### config.mk
export PLATFORM = sky130hd
export DESIGN_NAME = lap_stopwatch
export DESIGN_NICKNAME = d
export VERILOG_FILES = /design/src/rtl/stopwatch_pkg.sv /design/src/rtl/bcd_counter_chain.sv /design/src/rtl/lap_stopwatch.sv
export SDC_FILE = /design/constraint.sdc
export NUM_CORES = 1
export LEC_CHECK = 0
export CAP_MARGIN = 20
export CORE_UTILIZATION = 36
export CTS_CLUSTER_SIZE = 24
export DETAILED_ROUTE_END_ITERATION = 8
export PLACE_DENSITY = 0.61
export SYNTH_ARGS = -nofsm -noshare
export SYNTH_HDL_FRONTEND = slang
export SYNTH_HIERARCHICAL = 1
export SYNTH_SLANG_ARGS = --single-unit
export TNS_END_PERCENT = 10
### constraint.sdc
create_clock -name clk_i -period 5.48 [get_ports clk_i]
set_clock_uncertainty 0.15 [all_clocks]
set_input_delay 0.548 -clock clk_i [delete_from_list [all_inputs] [get_ports clk_i]]
set_output_delay 0.548 -clock clk_i [all_outputs]
set_load 0.05 [all_outputs]
### src/rtl/stopwatch_pkg.sv
// Shared types and constants for the lap stopwatch: FSM states and
// active-low seven-segment patterns ({g,f,e,d,c,b,a}).
package stopwatch_pkg;

  typedef enum logic [1:0] {
    ST_STOP     = 2'd0,
    ST_RUN      = 2'd1,
    ST_LAP_RUN  = 2'd2,
    ST_LAP_STOP = 2'd3
  } sw_state_e;

  localparam logic [6:0] SEG_BLANK = 7'h7F;

  // Entry d is the pattern for BCD digit d (index 0 is the LSB slice)
  localparam logic [9:0][6:0] SEG_TABLE = {
    7'h10, 7'h00, 7'h78, 7'h02, 7'h12,
    7'h19, 7'h30, 7'h24, 7'h79, 7'h40
  };

  function automatic logic [6:0] seg_of(input logic [3:0] d);
    return (d <= 4'd9) ? SEG_TABLE[d] : SEG_BLANK;
  endfunction

endpackage

### src/rtl/bcd_counter_chain.sv
// Cascaded BCD digit counters; each digit only ever holds 0..9.
module bcd_counter_chain #(
  parameter int unsigned DIGITS = 4
) (
  input  logic                   clk_i,
  input  logic                   rst_ni,
  input  logic                   clr_i,
  input  logic                   tick_i,
  output logic [DIGITS-1:0][3:0] digits_o,
  output logic                   wrap_o
);

  logic [DIGITS-1:0] inc;

  // inc[k] is the tick gated by all lower digits sitting at 9
  always_comb begin
    logic carry;
    carry = tick_i;
    inc   = '0;
    for (int unsigned k = 0; k < DIGITS; k++) begin
      inc[k] = carry;
      carry  = carry && (digits_o[k] == 4'd9);
    end
    wrap_o = carry;
  end

  always_ff @(posedge clk_i) begin
    if (!rst_ni || clr_i) begin
      digits_o <= '0;
    end else begin
      for (int unsigned k = 0; k < DIGITS; k++) begin
        if (inc[k]) begin
          digits_o[k] <= (digits_o[k] == 4'd9) ? 4'd0 : digits_o[k] + 4'd1;
        end
      end
    end
  end

endmodule

### src/rtl/lap_stopwatch.sv
// Lap stopwatch: run/lap FSM, tick prescaler, lap capture and a
// multiplexed seven-segment scan driving registered outputs.
module lap_stopwatch
  import stopwatch_pkg::*;
#(
  parameter int unsigned CLK_FREQ  = 100_000_000,
  parameter int unsigned TICK_FREQ = 100,
  parameter int unsigned SCAN_FREQ = 1000,
  parameter int unsigned DIGITS    = 4,
  parameter int unsigned DP_POS    = 2
) (
  input  logic              clk_i,
  input  logic              rst_ni,
  input  logic              start_stop_i,
  input  logic              lap_i,
  input  logic              clear_i,
  output logic [DIGITS-1:0] an_o,
  output logic [6:0]        seg_o,
  output logic              dp_o,
  output logic              running_o,
  output logic              lap_active_o,
  output logic              overflow_o
);

  localparam int unsigned TICK_DIV = CLK_FREQ / TICK_FREQ;
  localparam int unsigned SCAN_DIV = CLK_FREQ / SCAN_FREQ;
  localparam int unsigned PRE_W    = (TICK_DIV > 1) ? $clog2(TICK_DIV) : 1;
  localparam int unsigned SCAN_W   = (SCAN_DIV > 1) ? $clog2(SCAN_DIV) : 1;
  localparam int unsigned IDX_W    = $clog2(DIGITS);
  localparam logic [PRE_W-1:0]  PRE_LIM  = PRE_W'(TICK_DIV - 1);
  localparam logic [SCAN_W-1:0] SCAN_LIM = SCAN_W'(SCAN_DIV - 1);

  if ((CLK_FREQ % TICK_FREQ) != 0 || (CLK_FREQ % SCAN_FREQ) != 0) begin : g_bad_freq
    $error("lap_stopwatch: CLK_FREQ must be a multiple of TICK_FREQ and SCAN_FREQ");
  end
  if (DIGITS < 2 || DIGITS > 8 || DP_POS >= DIGITS) begin : g_bad_digits
    $error("lap_stopwatch: DIGITS must be 2..8 and DP_POS below DIGITS");
  end

  sw_state_e                state_q, state_d;
  logic [PRE_W-1:0]         pre_q;
  logic [SCAN_W-1:0]        scan_q;
  logic [IDX_W-1:0]         idx_q;
  logic [DIGITS-1:0][3:0]   live, lap_q, disp;
  logic                     stopped, clr_valid, tick, wrap;

  assign running_o    = (state_q == ST_RUN)     || (state_q == ST_LAP_RUN);
  assign lap_active_o = (state_q == ST_LAP_RUN) || (state_q == ST_LAP_STOP);
  assign stopped      = !running_o;
  assign clr_valid    = clear_i && stopped;
  assign tick         = running_o && (pre_q == PRE_LIM);
  assign disp         = lap_active_o ? lap_q : live;

  // Only the highest-priority valid strobe acts: clear > start_stop > lap
  always_comb begin
    state_d = state_q;
    if (clr_valid) begin
      state_d = ST_STOP;
    end else if (start_stop_i) begin
      case (state_q)
        ST_STOP:     state_d = ST_RUN;
        ST_RUN:      state_d = ST_STOP;
        ST_LAP_RUN:  state_d = ST_LAP_STOP;
        ST_LAP_STOP: state_d = ST_LAP_RUN;
        default:     state_d = ST_STOP;
      endcase
    end else if (lap_i) begin
      case (state_q)
        ST_RUN:      state_d = ST_LAP_RUN;
        ST_LAP_RUN:  state_d = ST_RUN;
        ST_LAP_STOP: state_d = ST_STOP;
        default:     state_d = state_q;
      endcase
    end
  end

  always_ff @(posedge clk_i) begin
    if (!rst_ni) begin
      state_q    <= ST_STOP;
      pre_q      <= '0;
      lap_q      <= '0;
      overflow_o <= 1'b0;
    end else begin
      state_q <= state_d;
      if (clr_valid) begin
        pre_q      <= '0;
        lap_q      <= '0;
        overflow_o <= 1'b0;
      end else begin
        if (running_o) pre_q <= tick ? '0 : pre_q + 1'b1;
        if (state_q == ST_RUN && state_d == ST_LAP_RUN) lap_q <= live;
        if (wrap) overflow_o <= 1'b1;
      end
    end
  end

  bcd_counter_chain #(
    .DIGITS (DIGITS)
  ) u_chain (
    .clk_i    (clk_i),
    .rst_ni   (rst_ni),
    .clr_i    (clr_valid),
    .tick_i   (tick),
    .digits_o (live),
    .wrap_o   (wrap)
  );

  // Outputs are registered from the current index so all three move together
  always_ff @(posedge clk_i) begin
    if (!rst_ni) begin
      scan_q <= '0;
      idx_q  <= '0;
      an_o   <= ~DIGITS'(1);
      seg_o  <= SEG_TABLE[0];
      dp_o   <= (DP_POS != 0);
    end else begin
      if (scan_q == SCAN_LIM) begin
        scan_q <= '0;
        idx_q  <= (idx_q == IDX_W'(DIGITS - 1)) ? '0 : idx_q + 1'b1;
      end else begin
        scan_q <= scan_q + 1'b1;
      end
      an_o  <= ~(DIGITS'(1) << idx_q);
      seg_o <= seg_of(disp[idx_q]);
      dp_o  <= (idx_q != IDX_W'(DP_POS));
    end
  end

endmodule

== Word level (Yosys, flattened, before mapping) ==
Memory sizes are Yosys's and may differ from the RTL's.
Cells that the tools add are included.

* Output and inout bits: 15
* Bits of input ports: 5
* Bits in read-only memories: 112
* Register bits: 86
* Word-level logic and storage cells: 75
* Memories kept: 1

{| class="wikitable"
|+ Memory list
! name !! depth !! width !! read ports !! clocked after Yosys merged registers in !! wr ports !! RTL line !! text
|-
| (name not given) || 16 || 7 || 1 || 0 || 0 || stopwatch_pkg.sv:21 || <nowiki>return (d <= 4'd9) ? SEG_TABLE[d] : SEG_BLANK;</nowiki>
|}

* Equal/unequal tests: 12
* Add/subtract/negate cells: 7
* Bitwise operators: 2
* $lt $le $gt $ge: 3
* Shift-type cells: 1
* Muxes and demuxes: 16
* Reductions and logical operators: 16

{| class="wikitable"
|+ Operator list
! operator !! number
|-
| 20-bit by 1-bit adder with 20-bit output, second input constant || 1
|-
| 20-bit == test, second input constant || 1
|-
| 20-bit 2-to-1 mux || 1
|-
| 4-bit 2-to-1 mux || 5
|-
| 17-bit by 1-bit adder with 17-bit output, second input constant || 1
|-
| 17-bit == test, second input constant || 1
|-
| 4-bit by 1-bit adder with 4-bit output, second input constant || 4
|-
| 4-bit == test, second input constant || 4
|-
| 16-bit 2-to-1 mux || 1
|-
| 4-bit binary-select mux with 2-bit select || 1
|-
| 2-bit == test, second input constant || 4
|-
| 2-bit 2-to-1 mux || 4
|-
| 2-bit case mux with 4 select lines || 1
|-
| 1-bit logical AND || 7
|-
| 7-bit 2-to-1 mux || 1
|-
| 6-bit 2-to-1 mux || 1
|-
| 2-bit case mux with 3 select lines || 1
|-
| 4-bit by 5-bit less-than comparator with 1-bit output, second input constant || 1
|-
| 4-bit <= comparator, second input constant || 1
|-
| 4-bit NOT || 1
|-
| 2-bit OR reduction || 2
|-
| 1-bit by 2-bit << shifter with 4-bit output, first input constant || 1
|-
| 1-bit logical OR || 3
|-
| 2-bit by 3-bit less-than comparator with 1-bit output, second input constant || 1
|-
| other kinds (7) || 8
|}

== Depth between registers and ports, before layout ==
Gate-level depths: netlist (run 1).

* Depth in word-level cells: 8
* Gate-level depth with buffers: 13

== By module ==
The synthesis (run 1) kept the hierarchy.

{| class="wikitable"
|+ Modules (own cells, without submodules)
! module !! area each (um^2) !! cells each !! times used
|-
| lap_stopwatch || 3269.4 || 334 || 1
|-
| bcd_counter_chain || 813.3 || 91 || 1
|}

== Worst setup path before layout (run 1) ==
OpenSTA, ideal clock, no wires.

* Path kind: register -> register
* Start point: reg state_q[0]
* End point: reg u_chain/digits_o[12] (netlist name)
* Path slack: 2.230 ns
* Period minus slack after synthesis: 3.250 ns
* Cell stages (with the launch flop): 13
* Data required time: 5.260 ns
* Buffers on the path: 2
* Arrival time: 3.030 ns
* Cells stage by stage: dfxtp_1 -> inv_1 -> ha_1 -> buf_2 -> nand3_1 -> or2_2 -> or3_4 -> inv_1 -> and2_1 -> clkbuf_4 -> nand3_4 -> or4_1 -> a21oi_1

* Longest elaborated chain between the ends: 6
* Elaborated cells between the ends (all ways): 10
* Those cells by class: eq/ne (2); reduce/logical (8)

{| class="wikitable"
|+ RTL lines
! what !! RTL line !! text
|-
| from (decl) || lap_stopwatch.sv:40 || <nowiki>sw_state_e state_q, state_d;</nowiki>
|-
| from (signal assigned) || lap_stopwatch.sv:84 || <nowiki>state_q <= state_d;</nowiki>
|-
| 2-bit by 1-bit == test with 1-bit output or 2-bit == test (tied branches) || lap_stopwatch.sv:47 || <nowiki>assign running_o = (state_q == ST_RUN) || (state_q == ST_LAP_RUN);</nowiki>
|-
| 1-bit logical OR (*) || lap_stopwatch.sv:47 ||
|-
| named net running_o || lap_stopwatch.sv:20 || <nowiki>output logic running_o,</nowiki>
|-
| 1-bit logical AND (*) || lap_stopwatch.sv:51 || <nowiki>assign tick = running_o && (pre_q == PRE_LIM);</nowiki>
|-
| named net tick || lap_stopwatch.sv:45 || <nowiki>logic stopped, clr_valid, tick, wrap;</nowiki>
|-
| 1-bit logical AND (*) (3 in a row) || bcd_counter_chain.sv:22 || <nowiki>carry = carry && (digits_o[k] == 4'd9);</nowiki>
|-
| to (signal, indexed assignment) || bcd_counter_chain.sv:33 || <nowiki>digits_o[k] <= (digits_o[k] == 4'd9) ? 4'd0 : digits_o[k] + 4'd1;</nowiki>
|-
| to (decl) || bcd_counter_chain.sv:9 || <nowiki>output logic [DIGITS-1:0][3:0] digits_o,</nowiki>
|}

Mark *: on every way through the listed nets, which the timed path passes. The rest lies on a longest branch.
A chain may end at the register's enable or synchronous reset.

== Worst setup path in the final report (run 1) ==
* Start point: reg state_q[0]
* End point: reg u_chain/digits_o[12] (netlist name)

* Longest elaborated chain between the ends: 6
* Elaborated cells between the ends (all ways): 10
* Those cells by class: eq/ne (2); reduce/logical (8)

{| class="wikitable"
|+ RTL lines
! what !! RTL line
|-
| 2-bit by 1-bit == test with 1-bit output or 2-bit == test (tied branches) || lap_stopwatch.sv:47
|-
| 1-bit logical OR (*) || lap_stopwatch.sv:47
|-
| 1-bit logical AND (*) || lap_stopwatch.sv:51
|-
| named net tick || lap_stopwatch.sv:45
|-
| 1-bit logical AND (*) (3 in a row) || bcd_counter_chain.sv:22
|}

Marks and branches as above.

==> results.txt, run 1 <==
outcome: completed
post-route setup TNS: 0 ns
switching power: 260 µW
largest net degree at the start of global routing: 22
Post-CTS Hold Buffers: 0
Starting Density: 0.373
CTS Buf Count: 9
Post-Route WL: 7.30 mm
switching share of total power: 0.195
RSZ-0062 raised after global routing: false
Area growth syn-to-layout: 14.9%
DR WL/cell: 12.5 µm
post-CTS setup buffers: 0
yosys warns: 6
GP Congestion: 0.745
maximum vdd drop: 0.142 mV
Least-Margin Pin Slew: 1.05 ns
ys flop type: dfxtp_1
Mapped Area: 0.00408 mm²
first-pass GRT wire length: 12.8 mm
# IOs: 20
Hold WS: 0.314 ns
CTS H-tree depth: 3
post-CTS sizing: 0
Comb pwr share: 0.027
clock power share: 0.506
asr flop ratio synth: 0
critical path class: register to register
sequential area share after synthesis: 0.417
startpoint types: register
Tcrit/Tclk final: 0.593
initial antenna violation count: 0
dpl hpwl: 5.21 mm
fin nets: 460
die extent in x: 108 µm
vias in the first global route: 2798
max cap viols: 0
peak fanout along the critical path: 10
CTS tree: done
Static Leak: 0.00170 µW
critical path arrival: 3.35 ns
sequential cell fraction of total power: 0.467
Cells after Synth: 425
row count: 38
core area: 0.0109 mm²
ANT nets after route: 0
die height: 108 µm
Min-Delay Path Class: register to register
FF+latch count, synth: 85
number of iterations in the first detailed-routing pass: 4
P per Cell Area: 285 mW/mm²
clock slew at reported path FFs: 0.06 ns
first-iteration detailed-routing DRC count: 103
clk buf depth: 2
# diodes: 0
minimum clock period after layout: 3.25 ns
via count: 2946
die area: 0.0118 mm²
Int Power: 1070 µW
Max transition margin: 0.299
Netlist cell types: 61
layout cells sized above 1: 0.0876
post-synth net total: 444
CP Data Required Time: 5.58 ns
fmax: 308 MHz
Post-synth EDFFs: 0
vias per inst: 5.04
Storage cell area: 0.00170 mm²
clk_lat worst skew: 0.33 ns
filler cell count in the final layout: 1078
Mapped Avg Cell Area: 9.61 µm²
Critical Path End Type: register
total gr overflow: 0
final setup vio count: 0
final hold vios: 0
Final Slew Violations: 0
PortBufs: 19
Sink Count: 85
root buf cell: clkbuf_16
GRT Util Overall: 0.138
multi-input logic area: 0.00223 mm²
DRC viols: 0
[final cells by class]
type / count / share of cell area
Multi-Input combinational cell: 310 / 0.475
Timing Repair Buffer: 19 / 0.0405
Inverter: 16 / 0.0139
Clock inverter: 4 / 0.0208
Clock buffer: 11 / 0.0496
Sequential cell: 85 / 0.363
Tap cell: 140 / 0.0373
[cells by family (layout without fill, tap and decap cells)]
family / Yosys count / count (layout) / synth area share
XOR/XNOR: 39 / 39 / 0.0837
multiplexers: 34 / 34 / 0.120
adder cells (fa/ha/maj): 14 / 14 / 0.0429
buffers and inverters: 30 / 50 / 0.0371
AND/OR/NAND/NOR: 190 / 190 / 0.245
AO/OA/AOI/OAI: 33 / 33 / 0.0549
flip-flops: 85 / 85 / 0.417
[placed cells by master, fill, tap and decap left out, types with 3 or more instances in the layout]
master	netlist	final
a21oi_1	12	12
or2_2	5	5
o21ai_0	6	6
clkbuf_16	0	9
nand4_1	9	9
a31oi_1	3	3
ha_1	14	14
and3_1	4	4
xnor2_1	13	13
nor4_1	4	4
nand2_1	29	29
xor2_1	26	26
bufinv_16	0	3
and4_1	3	3
clkdlybuf4s50_1	0	19
mux2i_1	22	22
nand3_1	21	21
mux4_1	8	8
nand2b_1	6	6
nor3b_1	4	4
nor3_1	5	5
dfxtp_1	85	85
nor2b_1	3	3
inv_1	12	12
or3_1	3	3
nor2_1	75	75
[synthesized netlist by cell type (4+ instances only)]
cell / n / area, µm²
nor3b_1: 4 / 30.0
xnor2_1: 13 / 114
dfxtp_1: 85 / 1700
xor2_1: 26 / 228
and3_1: 4 / 25.0
nor4_1: 4 / 25.0
clkbuf_1: 6 / 22.5
nand3_1: 21 / 105
mux4_1: 8 / 210
or2_2: 5 / 31.3
inv_1: 12 / 45.0
ha_1: 14 / 175
mux2i_1: 22 / 220
nor2_1: 75 / 282
nand2b_1: 6 / 37.5
nand2_1: 29 / 109
o21ai_0: 6 / 30.0
nor3_1: 5 / 25.0
nand4_1: 9 / 56.3
a21oi_1: 12 / 60.1
[final timing paths]
check | startpoint | endpoint | slack (ns) | cells after the start
hold / removal | scan_q[0]$_SDFF_PP0_ | scan_q[0]$_SDFF_PP0_ | 0.31 | 1
setup reg to reg | state_q[0]$_SDFF_PN0_ | u_chain/digits_o[12]$_SDFFE_PP0P_ | 2.23 | 10
hold reg to reg | scan_q[0]$_SDFF_PP0_ | scan_q[0]$_SDFF_PP0_ | 0.31 | 1
setup / recovery | state_q[0]$_SDFF_PN0_ | u_chain/digits_o[12]$_SDFFE_PP0P_ | 2.23 | 10
[state kept, by name (all words and copies together), names as in the netlist]
| name | count |
|---|---|
| idx_q | 2 |
| seg_o | 7 |
| overflow_o | 1 |
| an_o | 4 |
| state_q | 2 |
| u_chain/digits_o | 16 |
| scan_q | 17 |
| lap_q | 16 |
| pre_q | 20 |
[per-layer routing]
metal | up-vias | GRT usage | wire length, µm
met3 | 9 | 0.0289 | 227
met2 | 40 | 0.223 | 3280
met5 | - | 0 | 0
li1 | 1501 | - | -
met1 | 1396 | 0.180 | 3700
met4 | 0 | 0.0560 | 92
[stage by stage]
step	util	worst slack (ns)	power [µW]	cells	instance area (µm²)
4_1_cts	0.429	2.24	1350	585	4690
3_5_place_dp	0.399	2.25	674	570	4360
2_1_floorplan	-	2.23	665	425	4080
5_1_grt	0.429	2.09	1390	585	4690
6_report	0.429	2.23	1330	585	4690
3_3_place_gp	0.399	2.37	674	570	4360
[power by group through the flow]
| stage | registers [µW] | clock network [µW] | logic [µW] |
|---|---|---|---|
| 6_report | 624 | 675 | 35.9 |
| 5_1_grt | 624 | 724 | 40.9 |
| 4_1_cts | 624 | 694 | 36.8 |
| 3_5_place_dp | 637 | 0 | 36.7 |
| 3_3_place_gp | 637 | 0 | 36.3 |
| 2_1_floorplan | 637 | 0 | 28.3 |
[worst max-delay path, cell delays in order (launching register included)]
cell	delay (ns)
dfxtp_1	0.39
inv_1	0.10
ha_1	0.44
nand3_1	0.13
or2_2	0.34
or3_4	0.41
inv_1	0.11
and2_1	0.37
nand3_4	0.15
or4_1	0.43
a21oi_1	0.15
Note: power is estimated with default switching activity, not from simulation.
==> inputs of run 2 (changes only) <==
--- a/config.mk
+++ b/config.mk
@@ -9,7 +9,7 @@
 export CORE_UTILIZATION = 36
 export CTS_CLUSTER_SIZE = 24
 export DETAILED_ROUTE_END_ITERATION = 8
-export PLACE_DENSITY = 0.61
+export PLACE_DENSITY = 0.63
 export SYNTH_ARGS = -nofsm -noshare
 export SYNTH_HDL_FRONTEND = slang
 export SYNTH_HIERARCHICAL = 1
==> constraint.sdc (replaced) <==
create_clock -name clk_i -period 2.85 [get_ports clk_i]
set_clock_uncertainty 0.15 [all_clocks]
set_input_delay 0.285 -clock clk_i [delete_from_list [all_inputs] [get_ports clk_i]]
set_output_delay 0.285 -clock clk_i [all_outputs]
set_load 0.05 [all_outputs]
==> results.txt, run 2 (same netlist as run 1, synthesis figures left out) <==
reg2reg start: state_q[0]$_SDFF_PN0_ (unchanged)
worst r2r dst: seg_o[3]$_SDFF_PN0_ (was u_chain/digits_o[12]$_SDFFE_PP0P_)
CTS H-tree depth: 3 (unchanged)
CTS tree: done (unchanged)
CP Data Required Time: 2.96 ns (was 5.58 ns)
critical path arrival: 2.84 ns (was 3.35 ns)
Critical Path End Type: register (unchanged)
critical path class: register to register (unchanged)
Worst Hold Launch: scan_q[0]$_SDFF_PP0_ (unchanged)
Starting Density: 0.373 (unchanged)
dpl hpwl: 5.54 mm (was 5.21 mm)
hold depth: 1 (unchanged)
fin nets: 474 (was 460)
CTS Buf Count: 9 (unchanged)
die height: 108 µm (unchanged)
Area after DPL: 0.00447 mm² (was 0.00436 mm²)
max reg flops: 20 (unchanged)
ANT nets after route: 0 (unchanged)
peak fanout along the critical path: 7 (was 10)
PortBufs: 19 (unchanged)
first-pass GRT wire length: 13.0 mm (was 12.8 mm)
overall power: 2430 µW (was 1330 µW)
GP Congestion: 0.800 (was 0.745)
Min-Delay Path Class: register to register (unchanged)
layout cells sized above 1: 0.139 (was 0.0876)
core area: 0.0109 mm² (unchanged)
Sink Count: 85 (unchanged)
vias in the first global route: 2780 (was 2798)
commonest non-fill, non-tap cell in the layout: dfxtp_1 (unchanged)
Largest Register: pre_q (unchanged)
DR WL/cell: 12.9 µm (was 12.5 µm)
maximum vdd drop: 0.302 mV (was 0.142 mV)
CP Cell Sequence: inv_2, ha_2, nor2_4, mux4_1, mux2_4, ha_1, or2_2, a31oi_1 (was inv_1, ha_1, nand3_1, or2_2, or3_4, inv_1, and2_1, nand3_4, or4_1, a21oi_1)
Hold WS: 0.315 ns (was 0.314 ns)
via count: 2928 (was 2946)
RSZ-0062 raised after global routing: true (was false)
clock slew at reported path FFs: 0.06 ns (about the same)
R2R Setup Slk: 0.12 ns (was 2.23 ns)
GRT Util Overall: 0.143 (was 0.138)
# IOs: 20 (unchanged)
first-iteration detailed-routing DRC count: 137 (was 103)
Area growth syn-to-layout: 16.8% (was 14.9%)
P per Cell Area: 509 mW/mm² (was 285 mW/mm²)
final setup vio count: 0 (unchanged)
outcome: completed (unchanged)
minimum clock period after layout: 2.73 ns (was 3.25 ns)
final hold vios: 0 (unchanged)
max cap viols: 0 (unchanged)
clk_lat worst skew: 0.34 ns (was 0.33 ns)
row count: 38 (unchanged)
# diodes: 0 (unchanged)
vias per inst: 4.89 (was 5.04)
fmax: 366 MHz (was 308 MHz)
Tcrit/Tclk final: 0.958 (was 0.593)
die area: 0.0118 mm² (unchanged)
Static Leak: 0.00174 µW (was 0.00170 µW)
DRC viols: 0 (unchanged)
Max transition margin: 0.574 (was 0.299)
fin area: 0.00477 mm² (was 0.00469 mm²)
largest net degree at the start of global routing: 19 (was 22)
Final Slew Violations: 0 (unchanged)
Least-Margin Pin Slew: 0.638 ns (was 1.05 ns)
Worst Reg-to-Reg Cells: 8 (was 10)
Post-Route WL: 7.74 mm (was 7.30 mm)
fin util: 0.436 (was 0.429)
CP max stage cell: mux4_1 (was ha_1)
Post-CTS Hold Buffers: 0 (unchanged)
total gr overflow: 0 (unchanged)
number of iterations in the first detailed-routing pass: 4 (unchanged)
root buf cell: clkbuf_16 (unchanged)
initial antenna violation count: 0 (unchanged)
startpoint types: register (unchanged)
sink of the worst hold path: scan_q[0]$_SDFF_PP0_ (unchanged)
most frequent cells in the layout: 83 x dfxtp_1, 75 x nor2_1, 29 x nand2_1, 26 x xor2_1, 22 x mux2i_1 (was 85 x dfxtp_1, 75 x nor2_1, 29 x nand2_1, 26 x xor2_1, 22 x mux2i_1)
largest registers: pre_q x20, scan_q x17 (unchanged)
CP peak stage delay: 0.58 ns (was 0.44 ns)
die extent in x: 108 µm (unchanged)
clk buf depth: 2 (unchanged)
## run 2: changes by cell type in the layout (fill, tap and decap cells not counted), sizes merged
cell	change
buf	+14
clkinv	+3
bufinv	-2
clkinvlp	-1
## run 2: timing repair
action / 4_1_cts / 5_1_grt
gates resized for setup: 0 / 4
buffers inserted: 0 / 2
setup endpoints to repair: 0 / 5
## run 2: routing by layer
| layer | global-route usage | wire [µm] |
|---|---|---|
| met1 | 0.190 | 4050 |
| met5 | 0 | 0 |
| met3 | 0.0283 | 255 |
| met2 | 0.220 | 3270 |
| met4 | 0.0734 | 158 |
## run 2: cell type report
class,instances,area [µm²]
clock inverter,4,48.8
clock buffer,11,243
multi-input combinational,310,2240
fill,1056,6170
timing repair buffer,33,295
sequential,85,1700
inverter,16,65.1
tap,140,175
## run 2: worst max-delay path, delay by kind of cell (launching register included)
kind            cells  cell delay [ns]
simple gates        2             0.53
buf+inv             1             0.07
mux                 2             0.90
compound gates      1             0.15
fa+ha+maj           2             0.48
flops               1             0.36
## run 2: where the power goes
| part | switching, µW | internal (µW) | leakage (µW) |
|---|---|---|---|
| sequential | 5.79 | 1190 | 0.000686 |
| combinational | 52.2 | 29.0 | 0.000910 |
| clock | 452 | 696 | 0.000145 |
| total | 510 | 1920 | 0.00174 |
## run 2: how the worst max path moves through the flow
| stage | from | cells past startpoint | slack [ns] | to |
|---|---|---|---|---|
| CTS | state_q[0]$_SDFF_PN0_ | 8 | 0.06 | seg_o[3]$_SDFF_PN0_ |
| global placement | state_q[0]$_SDFF_PN0_ | 8 | 0.15 | seg_o[3]$_SDFF_PN0_ |
| global route | state_q[0]$_SDFF_PN0_ | 8 | -0.02 | seg_o[3]$_SDFF_PN0_ |
| detailed placement | state_q[0]$_SDFF_PN0_ | 8 | 0.08 | seg_o[3]$_SDFF_PN0_ |
| floorplan | state_q[0]$_SDFF_PN0_ | 12 | 0.01 | u_chain/digits_o[12]$_SDFFE_PP0P_ |
| finish | state_q[0]$_SDFF_PN0_ | 8 | 0.12 | seg_o[3]$_SDFF_PN0_ |
## run 2: metrics by stage
step	instances	TNS [ns]	worst slack (ns)
after floorplan	425	0	0.0147
after global placement	582	0	0.150
after detailed placement	582	0	0.0769
after CTS	597	0	0.0593
after global routing	599	-0.0400	-0.0203
final	599	0	0.119
==> inputs of run 3 (changes only) <==
--- a/config.mk
+++ b/config.mk
@@ -9,6 +9,7 @@
 export CORE_UTILIZATION = 36
 export CTS_CLUSTER_SIZE = 24
 export DETAILED_ROUTE_END_ITERATION = 8
+export MAX_ROUTING_LAYER = met4
 export PLACE_DENSITY = 0.63
 export SYNTH_ARGS = -nofsm -noshare
 export SYNTH_HDL_FRONTEND = slang
==> results.txt, run 3 (same netlist as run 1, synthesis figures left out) <==
sink of the worst hold path: scan_q[0]$_SDFF_PP0_ (unchanged)
DR WL/cell: 12.9 µm (about the same)
commonest non-fill, non-tap cell in the layout: dfxtp_1 (unchanged)
largest registers: pre_q x20, scan_q x17 (unchanged)
fin area: 0.00477 mm² (unchanged)
CTS H-tree depth: 3 (unchanged)
GRT Util Overall: 0.147 (was 0.143)
R2R Setup Slk: 0.10 ns (was 0.12 ns)
worst r2r dst: seg_o[3]$_SDFF_PN0_ (unchanged)
max cap viols: 0 (unchanged)
Worst Hold Launch: scan_q[0]$_SDFF_PP0_ (unchanged)
switching power: 508 µW (was 510 µW)
startpoint types: register (unchanged)
GP Congestion: 0.812 (was 0.800)
Comb pwr share: 0.033 (about the same)
P per Cell Area: 509 mW/mm² (about the same)
layout cells sized above 1: 0.139 (unchanged)
critical path class: register to register (unchanged)
clock power share: 0.472 (was 0.473)
Least-Margin Pin Slew: 0.640 ns (was 0.638 ns)
Static Leak: 0.00174 µW (unchanged)
first-iteration detailed-routing DRC count: 145 (was 137)
Post-Route WL: 7.73 mm (was 7.74 mm)
Storage cell area: 0.00170 mm² (unchanged)
Min-Delay Path Class: register to register (unchanged)
vias in the first global route: 2781 (was 2780)
root buf cell: clkbuf_16 (unchanged)
layer with the highest usage: met2 (unchanged)
multi-input logic area: 0.00224 mm² (unchanged)
met1 Use GR: 0.190 (unchanged)
maximum vdd drop: 0.302 mV (about the same)
# IOs: 20 (unchanged)
DP Cell Count: 582 (unchanged)
first-pass GRT wire length: 13.0 mm (about the same)
CP Data Required Time: 2.96 ns (about the same)
clk_lat worst skew: 0.34 ns (about the same)
row count: 38 (unchanged)
ANT nets after route: 0 (unchanged)
via count: 2930 (was 2928)
fmax: 364 MHz (was 366 MHz)
switching share of total power: 0.209 (was 0.210)
Final Slew Violations: 0 (unchanged)
# diodes: 0 (unchanged)
core area: 0.0109 mm² (unchanged)
die extent in x: 108 µm (unchanged)
RSZ-0062 raised after global routing: true (unchanged)
fin nets: 474 (unchanged)
final setup vio count: 0 (unchanged)
die area: 0.0118 mm² (unchanged)
CTS tree: done (unchanged)
max reg flops: 20 (unchanged)
minimum clock period after layout: 2.75 ns (was 2.73 ns)
sequential cell fraction of total power: 0.494 (about the same)
number of iterations in the first detailed-routing pass: 4 (unchanged)
fin util: 0.436 (unchanged)
CTS Buf Count: 9 (unchanged)
dpl hpwl: 5.54 mm (unchanged)
Hold WS: 0.315 ns (about the same)
critical path arrival: 2.86 ns (was 2.84 ns)
hold depth: 1 (unchanged)
Area after DPL: 0.00447 mm² (unchanged)
final hold vios: 0 (unchanged)
peak fanout along the critical path: 7 (unchanged)
met2 Use GR: 0.220 (unchanged)
Final Instance Count excl. Fillers: 599 (unchanged)
largest net degree at the start of global routing: 19 (unchanged)
clock slew at reported path FFs: 0.06 ns (about the same)
most frequent cells in the layout: 83 x dfxtp_1, 75 x nor2_1, 29 x nand2_1, 26 x xor2_1, 22 x mux2i_1 (unchanged)
total gr overflow: 0 (unchanged)
vias per inst: 4.89 (about the same)
initial antenna violation count: 0 (unchanged)
Post-CTS Hold Buffers: 0 (unchanged)
outcome: completed (unchanged)
clk buf depth: 2 (unchanged)
Worst Reg-to-Reg Cells: 8 (unchanged)
M3 GR Usage: 0.0301 (was 0.0283)
DRC viols: 0 (unchanged)
Critical Path End Type: register (unchanged)
Tcrit/Tclk final: 0.964 (was 0.958)
Sink Count: 85 (unchanged)
Area growth syn-to-layout: 16.8% (unchanged)
reg2reg start: state_q[0]$_SDFF_PN0_ (unchanged)
filler cell count in the final layout: 1056 (unchanged)
Starting Density: 0.373 (unchanged)
Largest Register: pre_q (unchanged)
Int Power: 1920 µW (about the same)
Max transition margin: 0.574 (about the same)
die height: 108 µm (unchanged)
PortBufs: 19 (unchanged)
[run 3: cell counts in the layout (fill, tap and decap cells not counted)]
Identical to the previous run, type by type.
[run 3: power groups by stage]
stage | combinational [µW] | sequential [µW] | clock, µW
finish | 81.2 | 1200 | 1150
global route | 89.8 | 1200 | 1220
global placement | 79.8 | 1230 | 0
CTS | 81.3 | 1200 | 1180
detailed placement | 80.3 | 1230 | 0
floorplan | 58.7 | 1220 | 0
[run 3: layer usage]
metal,routed length (µm),up-vias,share of wire
met5,0,-,0
met4,132,0,0.017
met3,247,9,0.032
met2,3310,45,0.43
met1,4040,1345,0.52
li1,-,1531,-
[run 3: final cells by class]
type                       count  share of cell area
multi-input combinational    310               0.469
sequential                    85               0.357
timing repair buffer          33              0.0619
clock buffer                  11              0.0509
tap                          140              0.0367
inverter                      16              0.0136
clock inverter                 4              0.0102
[run 3: stage by stage]
stage          setup WS [ns]  TNS, ns  power, µW
2_1_floorplan         0.0147        0       1280
5_1_grt              -0.0203  -0.0399       2510
3_5_place_dp          0.0769        0       1310
3_3_place_gp           0.150        0       1310
6_report               0.103        0       2430
4_1_cts               0.0593        0       2460
[run 3: timing repair]
action / in CTS / in global routing
gates resized for setup: 0 / 4
buffers inserted: 0 / 2
setup endpoints to repair: 0 / 5
[run 3: worst max path at each step]
stage	from	to	slack, ns	cells past startpoint
after global routing	state_q[0]$_SDFF_PN0_	seg_o[3]$_SDFF_PN0_	-0.02	8
final	state_q[0]$_SDFF_PN0_	seg_o[3]$_SDFF_PN0_	0.10	8
after CTS	state_q[0]$_SDFF_PN0_	seg_o[3]$_SDFF_PN0_	0.06	8
after global placement	state_q[0]$_SDFF_PN0_	seg_o[3]$_SDFF_PN0_	0.15	8
after detailed placement	state_q[0]$_SDFF_PN0_	seg_o[3]$_SDFF_PN0_	0.08	8
after floorplan	state_q[0]$_SDFF_PN0_	u_chain/digits_o[12]$_SDFFE_PP0P_	0.01	12
[run 3: critical path, cell delays in order (launching register included)]
cell	delay (ns)
dfxtp_2	0.36
inv_2	0.07
ha_2	0.20
nor2_4	0.25
mux4_1	0.59
mux2_4	0.32
ha_1	0.28
or2_2	0.29
a31oi_1	0.15
